[src/rtl/track_mode_ctrl_pkg.sv]
// Shared motion-mode and route-command encodings for the line-follower controller
// and the motor driver that consumes its mode output.
package track_mode_ctrl_pkg;

  typedef logic [4:0] mode_t;
  typedef logic [2:0] turn_t;

  localparam int unsigned SENSOR_W = 3;
  localparam int unsigned TIMER_W  = 28;

  localparam logic [4:0] MODE_IDLE         = 5'd0;
  localparam logic [4:0] MODE_START        = 5'd1;
  localparam logic [4:0] MODE_COUNT        = 5'd2;
  localparam logic [4:0] MODE_STRAIGHT     = 5'd3;
  localparam logic [4:0] MODE_CHOOSE       = 5'd4;
  localparam logic [4:0] MODE_LEFT         = 5'd5;
  localparam logic [4:0] MODE_RIGHT        = 5'd6;
  localparam logic [4:0] MODE_BACK         = 5'd7;
  localparam logic [4:0] MODE_LITTLE_LEFT  = 5'd8;
  localparam logic [4:0] MODE_LITTLE_RIGHT = 5'd9;
  localparam logic [4:0] MODE_STOP         = 5'd30;
  localparam logic [4:0] MODE_ERROR        = 5'd31;

  localparam logic [2:0] TURN_STRAIGHT = 3'd0;
  localparam logic [2:0] TURN_LEFT     = 3'd1;
  localparam logic [2:0] TURN_RIGHT    = 3'd2;
  localparam logic [2:0] TURN_BACK     = 3'd3;
  localparam logic [2:0] TURN_STOP     = 3'd4;

  function automatic logic is_tracking(input mode_t m);
    return (m == MODE_STRAIGHT) || (m == MODE_LITTLE_LEFT) || (m == MODE_LITTLE_RIGHT);
  endfunction

endpackage

[src/rtl/track_sensor_filter.sv]
// Two-flop synchronizer plus debounce for the {L,M,R} IR line sensors; the
// filtered vector only moves after DEBOUNCE identical synced samples.
module track_sensor_filter
  import track_mode_ctrl_pkg::*;
#(
  parameter int unsigned DEBOUNCE = 4
) (
  input  logic                clk_i,
  input  logic                rst_i,
  input  logic [SENSOR_W-1:0] sensor_i,
  output logic [SENSOR_W-1:0] filt_o
);

  localparam logic [7:0] DB_N = 8'(DEBOUNCE);

  logic [SENSOR_W-1:0] sync1_q, sync2_q, cand_q, filt_q, filt_d;
  logic [7:0]          cnt_q, cnt_d, nsamp;

  // A sample different from the previous one restarts the run at length one.
  always_comb begin
    nsamp  = (sync2_q == cand_q) ? cnt_q + 8'd1 : 8'd1;
    filt_d = filt_q;
    cnt_d  = 8'd0;
    if (sync2_q != filt_q) begin
      if (nsamp >= DB_N) filt_d = sync2_q;
      else               cnt_d  = nsamp;
    end
  end

  always_ff @(posedge clk_i) begin
    if (rst_i) begin
      sync1_q <= '0;
      sync2_q <= '0;
      cand_q  <= '0;
      filt_q  <= '0;
      cnt_q   <= '0;
    end else begin
      sync1_q <= sensor_i;
      sync2_q <= sync1_q;
      cand_q  <= sync2_q;
      filt_q  <= filt_d;
      cnt_q   <= cnt_d;
    end
  end

  assign filt_o = filt_q;

endmodule

[src/rtl/track_mode_ctrl.sv]
// Line-follower decision FSM driving the motor mode; state | meaning:
// IDLE/STOP wait start | START,COUNT countdown | STRAIGHT,LITTLE_* track | CHOOSE at cross | LEFT,RIGHT,BACK turn | ERROR sticky
module track_mode_ctrl
  import track_mode_ctrl_pkg::*;
#(
  parameter int unsigned DEBOUNCE    = 4,
  parameter int unsigned START_DELAY = 100_000_000,
  parameter int unsigned TURN_MIN    = 20_000_000,
  parameter int unsigned BACK_MIN    = 40_000_000,
  parameter int unsigned TURN_MAX    = 200_000_000,
  parameter int unsigned LOST_MAX    = 50_000_000,
  parameter int unsigned CHOOSE_MAX  = 50_000_000
) (
  input  logic       clk_i,
  input  logic       rst_i,
  input  logic       start_i,
  input  logic [2:0] sensor_i,
  input  logic       route_valid_i,
  input  logic [2:0] next_turn_i,
  output logic       turn_ack_o,
  output logic [4:0] mode_o,
  output logic [4:0] lastMode_o,
  output logic [7:0] cross_cnt_o
);

  localparam logic [TIMER_W-1:0] COUNT_END  = TIMER_W'(START_DELAY - 1);
  localparam logic [TIMER_W-1:0] TURN_MIN_T = TIMER_W'(TURN_MIN);
  localparam logic [TIMER_W-1:0] BACK_MIN_T = TIMER_W'(BACK_MIN);
  localparam logic [TIMER_W-1:0] TURN_END   = TIMER_W'(TURN_MAX - 1);
  localparam logic [TIMER_W-1:0] LOST_END   = TIMER_W'(LOST_MAX - 1);
  localparam logic [TIMER_W-1:0] CHOOSE_END = TIMER_W'(CHOOSE_MAX - 1);

  logic [2:0]         filt;
  logic [4:0]         mode_q, mode_d, last_q, last_d;
  logic [TIMER_W-1:0] timer_q, timer_d, lost_q, lost_d, turn_min;
  logic [7:0]         cross_q, cross_d;
  logic               ack_q, ack_d;

  track_sensor_filter #(
    .DEBOUNCE(DEBOUNCE)
  ) u_filter (
    .clk_i   (clk_i),
    .rst_i   (rst_i),
    .sensor_i(sensor_i),
    .filt_o  (filt)
  );

  assign turn_min = (mode_q == MODE_BACK) ? BACK_MIN_T : TURN_MIN_T;

  always_comb begin
    mode_d  = mode_q;
    lost_d  = '0;
    ack_d   = 1'b0;
    cross_d = cross_q;
    case (mode_q)
      MODE_IDLE, MODE_STOP: if (start_i) mode_d = MODE_START;
      MODE_START:           mode_d = MODE_COUNT;
      MODE_COUNT:           if (timer_q == COUNT_END) mode_d = MODE_STRAIGHT;
      MODE_STRAIGHT, MODE_LITTLE_LEFT, MODE_LITTLE_RIGHT: begin
        case (filt)
          3'b010:         mode_d = MODE_STRAIGHT;
          3'b110, 3'b100: mode_d = MODE_LITTLE_LEFT;
          3'b011, 3'b001: mode_d = MODE_LITTLE_RIGHT;
          3'b111:         mode_d = MODE_CHOOSE;
          3'b000: begin
            if (lost_q == LOST_END) mode_d = MODE_ERROR;
            else                    lost_d = lost_q + 1'b1;
          end
          default: ;
        endcase
      end
      MODE_CHOOSE: begin
        if (filt == 3'b111) begin
          if (timer_q == CHOOSE_END) mode_d = MODE_ERROR;
        end else if (route_valid_i) begin
          // Illegal commands are still consumed so the route source advances.
          ack_d   = 1'b1;
          cross_d = (cross_q == 8'hFF) ? cross_q : cross_q + 8'd1;
          case (next_turn_i)
            TURN_STRAIGHT: mode_d = MODE_STRAIGHT;
            TURN_LEFT:     mode_d = MODE_LEFT;
            TURN_RIGHT:    mode_d = MODE_RIGHT;
            TURN_BACK:     mode_d = MODE_BACK;
            TURN_STOP:     mode_d = MODE_STOP;
            default:       mode_d = MODE_ERROR;
          endcase
        end else begin
          mode_d = MODE_STOP;
        end
      end
      MODE_LEFT, MODE_RIGHT, MODE_BACK: begin
        if ((timer_q >= turn_min) && (filt == 3'b010)) mode_d = MODE_STRAIGHT;
        else if (timer_q == TURN_END)                  mode_d = MODE_ERROR;
      end
      MODE_ERROR: ;
      default:    mode_d = MODE_ERROR;
    endcase
  end

  always_comb begin
    if (mode_d != mode_q) begin
      timer_d = '0;
      last_d  = mode_q;
    end else begin
      timer_d = (timer_q == '1) ? timer_q : timer_q + 1'b1;
      last_d  = last_q;
    end
  end

  always_ff @(posedge clk_i) begin
    if (rst_i) begin
      mode_q  <= MODE_IDLE;
      last_q  <= MODE_IDLE;
      timer_q <= '0;
      lost_q  <= '0;
      cross_q <= '0;
      ack_q   <= 1'b0;
    end else begin
      mode_q  <= mode_d;
      last_q  <= last_d;
      timer_q <= timer_d;
      lost_q  <= lost_d;
      cross_q <= cross_d;
      ack_q   <= ack_d;
    end
  end

  assign turn_ack_o  = ack_q;
  assign mode_o      = mode_q;
  assign lastMode_o  = last_q;
  assign cross_cnt_o = cross_q;

endmodule

[config.mk]
export PLATFORM = sky130hd
export DESIGN_NAME = track_mode_ctrl
export DESIGN_NICKNAME = d
export VERILOG_FILES = /design/src/rtl/track_mode_ctrl_pkg.sv /design/src/rtl/track_sensor_filter.sv /design/src/rtl/track_mode_ctrl.sv
export SDC_FILE = /design/constraint.sdc
export NUM_CORES = 1
export LEC_CHECK = 0
export ABC_AREA = 1
export CAP_MARGIN = 20
export CORE_ASPECT_RATIO = 0.8
export CORE_MARGIN = 2
export CORE_UTILIZATION = 45
export DETAILED_ROUTE_END_ITERATION = 10
export GPL_TIMING_DRIVEN = 0
export PLACE_DENSITY_LB_ADDON = 0.15
export SYNTH_ARGS = -nofsm -noshare
export SYNTH_HDL_FRONTEND = slang
export SYNTH_SLANG_ARGS = --single-unit
[constraint.sdc]
create_clock -name clk_i -period 2.95 [get_ports clk_i]
set_input_delay 0.59 -clock clk_i [delete_from_list [all_inputs] [get_ports clk_i]]
set_output_delay 0.59 -clock clk_i [all_outputs]
set_load 0.01 [all_outputs]
==> After elaboration in Yosys (flattened, before gate mapping) <==
Index checks and enable logic that the tools add are counted.
{ "op_classes": {"muxes": 14, "multipliers": 0, "n_eq_ne": 30, "n_div": 0, "n_shift": 0, "reduce_logical": 15, "bitwise": 6, "magnitude_cmp": 2, "n_addsub": 4} }
{ "ops": {"columns": ["op", "n"], "rows": [
  ["28-bit by 1-bit adder with 28-bit output (second input constant)", 2],
  ["28-bit by 26-bit == test with 1-bit output (second input constant)", 2],
  ["28-bit == test (second input constant)", 2],
  ["5-bit one-hot mux with 5 select lines", 2],
  ["5-bit two-way mux", 8],
  ["5-bit one-hot mux with 7 select lines", 1],
  ["28-bit by 27-bit == test with 1-bit output (second input constant)", 1],
  ["28-bit by 26-bit >= comparator with 1-bit output", 1],
  ["26-bit two-way mux", 1],
  ["5-bit by 3-bit == test with 1-bit output (second input constant)", 4],
  ["8-bit by 1-bit adder with 8-bit output (second input constant)", 2],
  ["3-bit by 2-bit == test with 1-bit output (second input constant)", 4],
  ["3-bit == test (second input constant)", 4],
  ["3-bit OR reduction", 4],
  ["5-bit by 2-bit == test with 1-bit output (second input constant)", 2],
  ["5-bit by 4-bit == test with 1-bit output (second input constant)", 2],
  ["5-bit == test (second input constant)", 2],
  ["8-bit == test (second input constant)", 1],
  ["8-bit by 3-bit >= comparator with 1-bit output (second input constant)", 1],
  ["8-bit two-way mux", 1],
  ["2-bit OR reduction", 4],
  ["3-bit by 1-bit == test with 1-bit output (second input constant)", 2],
  ["3-bit logical NOT", 2],
  ["1-bit inverter", 6],
  ["other kinds (10)", 10]
]} }
{ "totals": {"inputBits": 10, "n_memories": 0, "ramBits": 0, "out_inout_bits": 19, "romBits": 0, "ff_bits": 95, "latchBits": 0, "elab_cells": 82} }

==> Depth between registers and ports, before layout <==
{ "logic_depth": {"word_depth": 8, "mapped_depth": 24, "depth_no_buf": 23} }

==> Cells and area by module <==
Synthesis repeated with hierarchy kept, for this count alone.
{ "unflattened": {"cells_unflattened": 858, "area_unflattened_um2": 5611.6} }
{ "by_module_without_submodules": {"columns": ["mod", "instances", "cells_per_inst", "seq_area_each_um2", "area_per_inst_um2"], "rows": [
  ["track_mode_ctrl", 1, 748, 1501.4, 4754.6],
  ["track_sensor_filter", 1, 110, 400.4, 857.1]
]} }

==> Worst setup path before layout <==
No wires, ideal clock.
{ "synth_path": {"path_type": "reg-to-reg", "startpoint": "register mode_q[3], in the netlist mode_o[3]", "endpoint": "register last_q[0], in the netlist lastMode_o[0]", "setup_ns": 0.115, "t_arrival_ns": 2.845, "t_required_ns": 2.835, "period_less_slack_ns": 2.960, "stages_incl_launch_ff": 23, "path_buffers": 2, "setup_slack_ns": -0.010, "path_cell_list": "dfxtp_1 -> buf_4 -> nor3_2 -> inv_1 -> nor2_1 -> inv_1 -> ha_1 -> a21o_1 -> nor2_1 -> nand2_1 -> nand2_1 -> nand3_1 -> nand2_1 -> nand2_1 -> nand2_1 -> nand2_1 -> nand2_1 -> nand3_1 -> nor2_4 -> buf_2 -> nand3_1 -> nand2_1 -> nor2_1"} }
{ "synth_via": {"elab_chain_len": 7, "word_cells_on_any_way": 28, "cone_classes": "order compare (1); eq/ne (12); mux (10); reduce/logical (5)"} }
{ "synth_rtl": {"columns": ["element", "line_no", "text"], "rows": [
  ["from (decl)", "track_mode_ctrl.sv:34", "logic [4:0] mode_q, mode_d, last_q, last_d;"],
  ["from (signal assigned)", "track_mode_ctrl.sv:119", "mode_q <= mode_d;"],
  ["5-bit by 3-bit == test with 1-bit output", "track_mode_ctrl.sv:48, track_mode_ctrl.sv:55", null],
  ["26-bit two-way mux", "track_mode_ctrl.sv:48", "assign turn_min = (mode_q == MODE_BACK) ? BACK_MIN_T : TURN_MIN_T;"],
  ["28-bit by 26-bit >= comparator with 1-bit output", "track_mode_ctrl.sv:92", "if ((timer_q >= turn_min) && (filt == 3'b010)) mode_d = MODE_STRAIGHT;"],
  ["1-bit logical AND", "track_mode_ctrl.sv:92", null],
  ["5-bit two-way mux", "track_mode_ctrl.sv:92", null],
  ["5-bit one-hot mux with 7 select lines", "track_mode_ctrl.sv:55", "case (mode_q)"],
  ["5-bit inequality test (*)", "track_mode_ctrl.sv:101", "if (mode_d != mode_q) begin"],
  ["to (signal assigned)", "track_mode_ctrl.sv:120", "last_q <= last_d;"],
  ["to (decl)", "track_mode_ctrl.sv:34", null]
]} }
Every way passes the cells marked *; elsewhere a longest branch is shown, timed or not.
A chain may end at the register's enable or synchronous reset.

==> Worst setup path after layout <==
{ "layout_path": {"startpoint": "register mode_q[4], in the netlist mode_o[4]", "endpoint": "register timer_q[25]"} }
{ "layout_via": {"elab_chain_len": 8, "word_cells_on_any_way": 29, "cone_classes": "order compare (1); eq/ne (12); mux (10); reduce/logical (6)"} }
{ "layout_rtl": {"columns": ["element", "line_no", "text"], "rows": [
  ["5-bit by 3-bit == test with 1-bit output", "track_mode_ctrl.sv:48, track_mode_ctrl.sv:55", null],
  ["26-bit two-way mux", "track_mode_ctrl.sv:48", null],
  ["28-bit by 26-bit >= comparator with 1-bit output", "track_mode_ctrl.sv:92", null],
  ["1-bit logical AND", "track_mode_ctrl.sv:92", null],
  ["5-bit two-way mux", "track_mode_ctrl.sv:92", null],
  ["5-bit one-hot mux with 7 select lines", "track_mode_ctrl.sv:55", null],
  ["5-bit inequality test (*)", "track_mode_ctrl.sv:101", null],
  ["2-bit OR reduction (no line) (*)", null, null],
  ["to (signal assigned)", "track_mode_ctrl.sv:121", "timer_q <= timer_d;"],
  ["to (decl)", "track_mode_ctrl.sv:35", "logic [TIMER_W-1:0] timer_q, timer_d, lost_q, lost_d, turn_min;"]
]} }
Marked as above.

==> results.sh <==
export IMPL_status="complete, but fails checks"
export IMPL_violations="negative setup slack"
export IMPL_port_buffers=27
export IMPL_p_per_area_nw_per_um2=664.3
export IMPL_arrival_ns=3.46
export IMPL_grt_antenna_before_repair=0
export IMPL_n_antenna_cell=0
export IMPL_h_tree_depth=3
export IMPL_drc_errors=0
export IMPL_avgSynthCellArea_sq_um=6.586
export IMPL_reg2regPathDepth=22
export IMPL_met1_length_microns=7055
export IMPL_clock_sinks=95
export IMPL_synthCells=838
export IMPL_p_leak_nw=2.751
export IMPL_finalHoldViolations=0
export IMPL_die_x_microns=127.8
export IMPL_synth_top_area_share=0.3446
export IMPL_drv_slew=0
export IMPL_syn_area_sq_um=5519
export IMPL_worstSkewPairLatency_ns=0.36
export IMPL_start_kind="register"
export IMPL_postCtsHoldBufs=0
export IMPL_route_met3_wl_microns=948
export IMPL_fin_ws_ns=-0.2103
export IMPL_fillers=1162
export IMPL_critical_path_class="reg -> reg"
export IMPL_worstMarginPinSlew_ns=0.5616
export IMPL_vias=5479
export IMPL_row_count=36
export IMPL_min_from="u_filter.sync1_q[1]$_SDFF_PP0_"
export IMPL_clock_tree_buffer_depth=2
export IMPL_grt_ovfl_total=0
export IMPL_skew_ns=0.006805
export IMPL_rr_startpoint="mode_o[4]$_SDFF_PP0_"
export IMPL_grt_pass1_wl_microns=23580
export IMPL_grt_max_degree=20
export IMPL_worstPathRequired_ns=3.25
export IMPL_fp_coreArea_sq_um=12070
export IMPL_wl_met2_microns=6361
export IMPL_seq_area_frac_synth=0.3446
export IMPL_dr_pass1_iters=5
export IMPL_period_share=1.071
export IMPL_cap_viol_max_count=0
export IMPL_fp_dieH_microns=103.1
export IMPL_wl_per_cell_microns=13.66
export IMPL_ioPinCount=29
export IMPL_hold_depth=2
export IMPL_track_usage=0.2268
export IMPL_routed_top_layer="met4"
export IMPL_totalWireLength_microns=14520
export IMPL_hpwlAfterDp_microns=10540
export IMPL_crit_chain="nor3_4 -> inv_2 -> nor2_4 -> clkinvlp_4 -> buf_12 -> ha_4 -> a21o_1 -> nor2_1 -> nand2_1 -> nand2_1 -> nand3_2 -> nand2_4 -> nand2_2 -> nand2_2 -> nand2_1 -> nand2_1 -> nand3_2 -> nor2_4 -> nand3_4 -> buf_12 -> buf_12 -> a21oi_2"
export IMPL_nets=933
export IMPL_drive_gt1_frac=0.1526
export IMPL_cts_made_buffers=9
export IMPL_reg2reg_to="timer_q[25]$_SDFFE_PP0P_"
export IMPL_critPathMaxStageDelay_ns=0.38
export IMPL_syn_to_final_growth_pct=24.55
export IMPL_clk_pin_slew_worst_paths_ns=0.08
export IMPL_root_buffer="clkbuf_16"
export IMPL_slowest_stage="dfxtp_4"
export IMPL_endpoint_kind="register"
export IMPL_fin_cells=1063
export IMPL_r2r_setup_slack_ns=-0.21
export IMPL_fmax_mhz=316.4
export IMPL_gp_congestion=0.8839
export IMPL_rsz0062_at_grt="true"
export IMPL_post_place_cells=1022
export IMPL_crit_top_cell="nand2_1"
export IMPL_post_route_min_period_ns=3.160
export IMPL_cts_tree="yes"
export IMPL_synth_top_area_cell="dfxtp_1"
export IMPL_setup_violations=33
export IMPL_dieArea_sq_um=13170
export IMPL_path_max_fanout=6
export IMPL_min_path_type="reg -> reg"
export IMPL_finalPower_mw=4.567
export IMPL_initialDrtViolationCount=461
export IMPL_ys_types=42
export IMPL_utilization=0.5694
export IMPL_antenna_left=0
export IMPL_peakVddDrop_mv=0.3596
export IMPL_grt_pass1_vias=4936
export IMPL_slew_headroom=0.6221
export IMPL_synth_area_leaders="dfxtp_1 34%, nand2_1 12%, nor2_1 9.2%"
export IMPL_worstHoldEndpoint="u_filter.sync2_q[1]$_SDFF_PP0_"
export IMPL_start_util=0.4572
export IMPL_yosysWarnings=0
export IMPL_vias_per_cell=5.154
export IMPL_synth_seq_cells=95
[final cells by class]
cell class / instances / area [sq um] / share of cell area
clock inverter: 7 / 100.1 / 0.01456
clock buffer: 9 / 225.2 / 0.03276
sequential: 95 / 1914 / 0.2785
inverter: 125 / 475.5 / 0.06917
multi-input combinational: 609 / 3322 / 0.4833
buffer: 12 / 88.84 / 0.01292
tap: 152 / 190.2 / 0.02767
timing repair buffer: 54 / 558.0 / 0.08118
[sequential cells by signal, indices dropped and copies added (netlist names)]
signal	count
lost_q	28
timer_q	28
cross_cnt_o	8
u_filter.cnt_q	8
lastMode_o	5
mode_o	5
u_filter.cand_q	3
u_filter.filt_o	3
u_filter.sync1_q	3
u_filter.sync2_q	3
turn_ack_o	1
[synth_stat cells]
library cell and n:
a211oi_1 4, a21boi_2 1, a21o_1 2, a21oi_1 50, a21oi_2 1, a22o_1 1, a22oi_1 1, a31oi_1 4
and3_1 3, buf_2 6, buf_4 1, buf_6 2, clkbuf_1 4, clkbuf_2 1, clkinv_1 3, conb_1 1
dfxtp_1 95, ha_1 17, inv_1 113, inv_2 9, nand2_1 177, nand2_2 4, nand3_1 60, nand3_2 4
nand3_4 1, nand4_1 12, nor2_1 135, nor2_2 18, nor2_4 3, nor3_1 28, nor3_2 2, nor3b_1 3
nor4_1 5, nor4b_1 1, o2111ai_1 1, o21a_1 2, o21ai_0 26, o21ai_1 1, o21ba_2 1, o221a_2 1
xnor2_1 13, xor2_1 21
[logic make-up (layout without fill, tap and decap cells)]
logic type	Yosys count	count (layout)	share of synthesized area
AND/OR/NAND/NOR	456	456	0.3655
buffers and inverters	139	207	0.09952
AO/OA/AOI/OAI	96	96	0.09725
flip-flops	95	95	0.3446
XOR/XNOR	34	34	0.05396
adder cells (fa/ha/maj)	17	17	0.03854
other	1	6	0.0006795
[cells in the final DEF, fill, tap and decap left out, types with 10 or more instances in the layout]
cell type	Yosys	routed
a21oi_1	50	41
a21oi_2	1	10
buf_4	1	21
clkdlybuf4s50_1	0	27
dfxtp_1	95	91
ha_1	17	12
inv_1	113	111
nand2_1	177	165
nand2_2	4	14
nand3_1	60	54
nand3_2	4	10
nand4_1	12	12
nor2_1	135	130
nor2_2	18	13
nor2_4	3	13
nor3_1	28	28
o21ai_0	26	26
xnor2_1	13	13
xor2_1	21	21
[where the power goes]
group | internal (mW) | leakage, nW | switching [mW] | total (mW)
Combinational | 0.789 | 1.82 | 1.04 | 1.83
Sequential | 1.39 | 0.774 | 0.0898 | 1.47
Clock | 0.687 | 0.158 | 0.575 | 1.26
Total | 2.86 | 2.75 | 1.71 | 4.57
[worst max-delay path: cells and delay by family, from the launching register on]
kind	cells	cell delay (ns)
buffers and inverters	5	0.76
AND/OR/NAND/NOR	14	1.51
AO/OA/AOI/OAI	2	0.24
flip-flops	1	0.38
adder cells (fa/ha/maj)	1	0.21
[per-stage QoR]
step                      instance area [sq um]  hold slack (ns)  setup TNS [ns]  worst slack [ns]
final                                      6874           0.4062          -5.450           -0.2103
after floorplan                            5540           0.3883               0           0.09361
after global routing                       6874           0.4439          -10.69           -0.3607
after global placement                     6001           0.3893          -21.24           -0.7091
after CTS                                  6719           0.4069          -3.981           -0.1474
after detailed placement                   6001           0.3965          -25.78           -0.8216
[worst max path at each step]
stage,startpoint,to,slack (ns),depth (start not counted)
floorplan,mode_o[3]$_SDFF_PP0_,lastMode_o[0]$_SDFFE_PP0P_,0.09,22
global placement,mode_o[2]$_SDFF_PP0_,timer_q[25]$_SDFFE_PP0P_,-0.71,21
detailed placement,mode_o[2]$_SDFF_PP0_,timer_q[25]$_SDFFE_PP0P_,-0.82,21
CTS,mode_o[2]$_SDFF_PP0_,timer_q[27]$_SDFFE_PP0P_,-0.15,23
global route,mode_o[3]$_SDFF_PP0_,timer_q[5]$_SDFFE_PP0P_,-0.36,23
finish,mode_o[4]$_SDFF_PP0_,timer_q[25]$_SDFFE_PP0P_,-0.21,22
[per-layer routing]
layer | up-vias | global-route usage
li1 | 2806 | -
met1 | 2522 | 0.3176
met2 | 138 | 0.3546
met3 | 13 | 0.04722
met4 | 0 | 0.06678
met5 | - | 0
[repair_timing]
| item | CTS | global route |
|---|---|---|
| pin swaps | 20 | 24 |
| gates cloned | 2 | 0 |
| setup endpoints to repair | 38 | 33 |
| buffers inserted | 16 | 9 |
| endpoints found under the hold margin | 0 | 0 |
| resized for setup | 46 | 25 |
No activity file was read; power rests on OpenSTA's default activity.
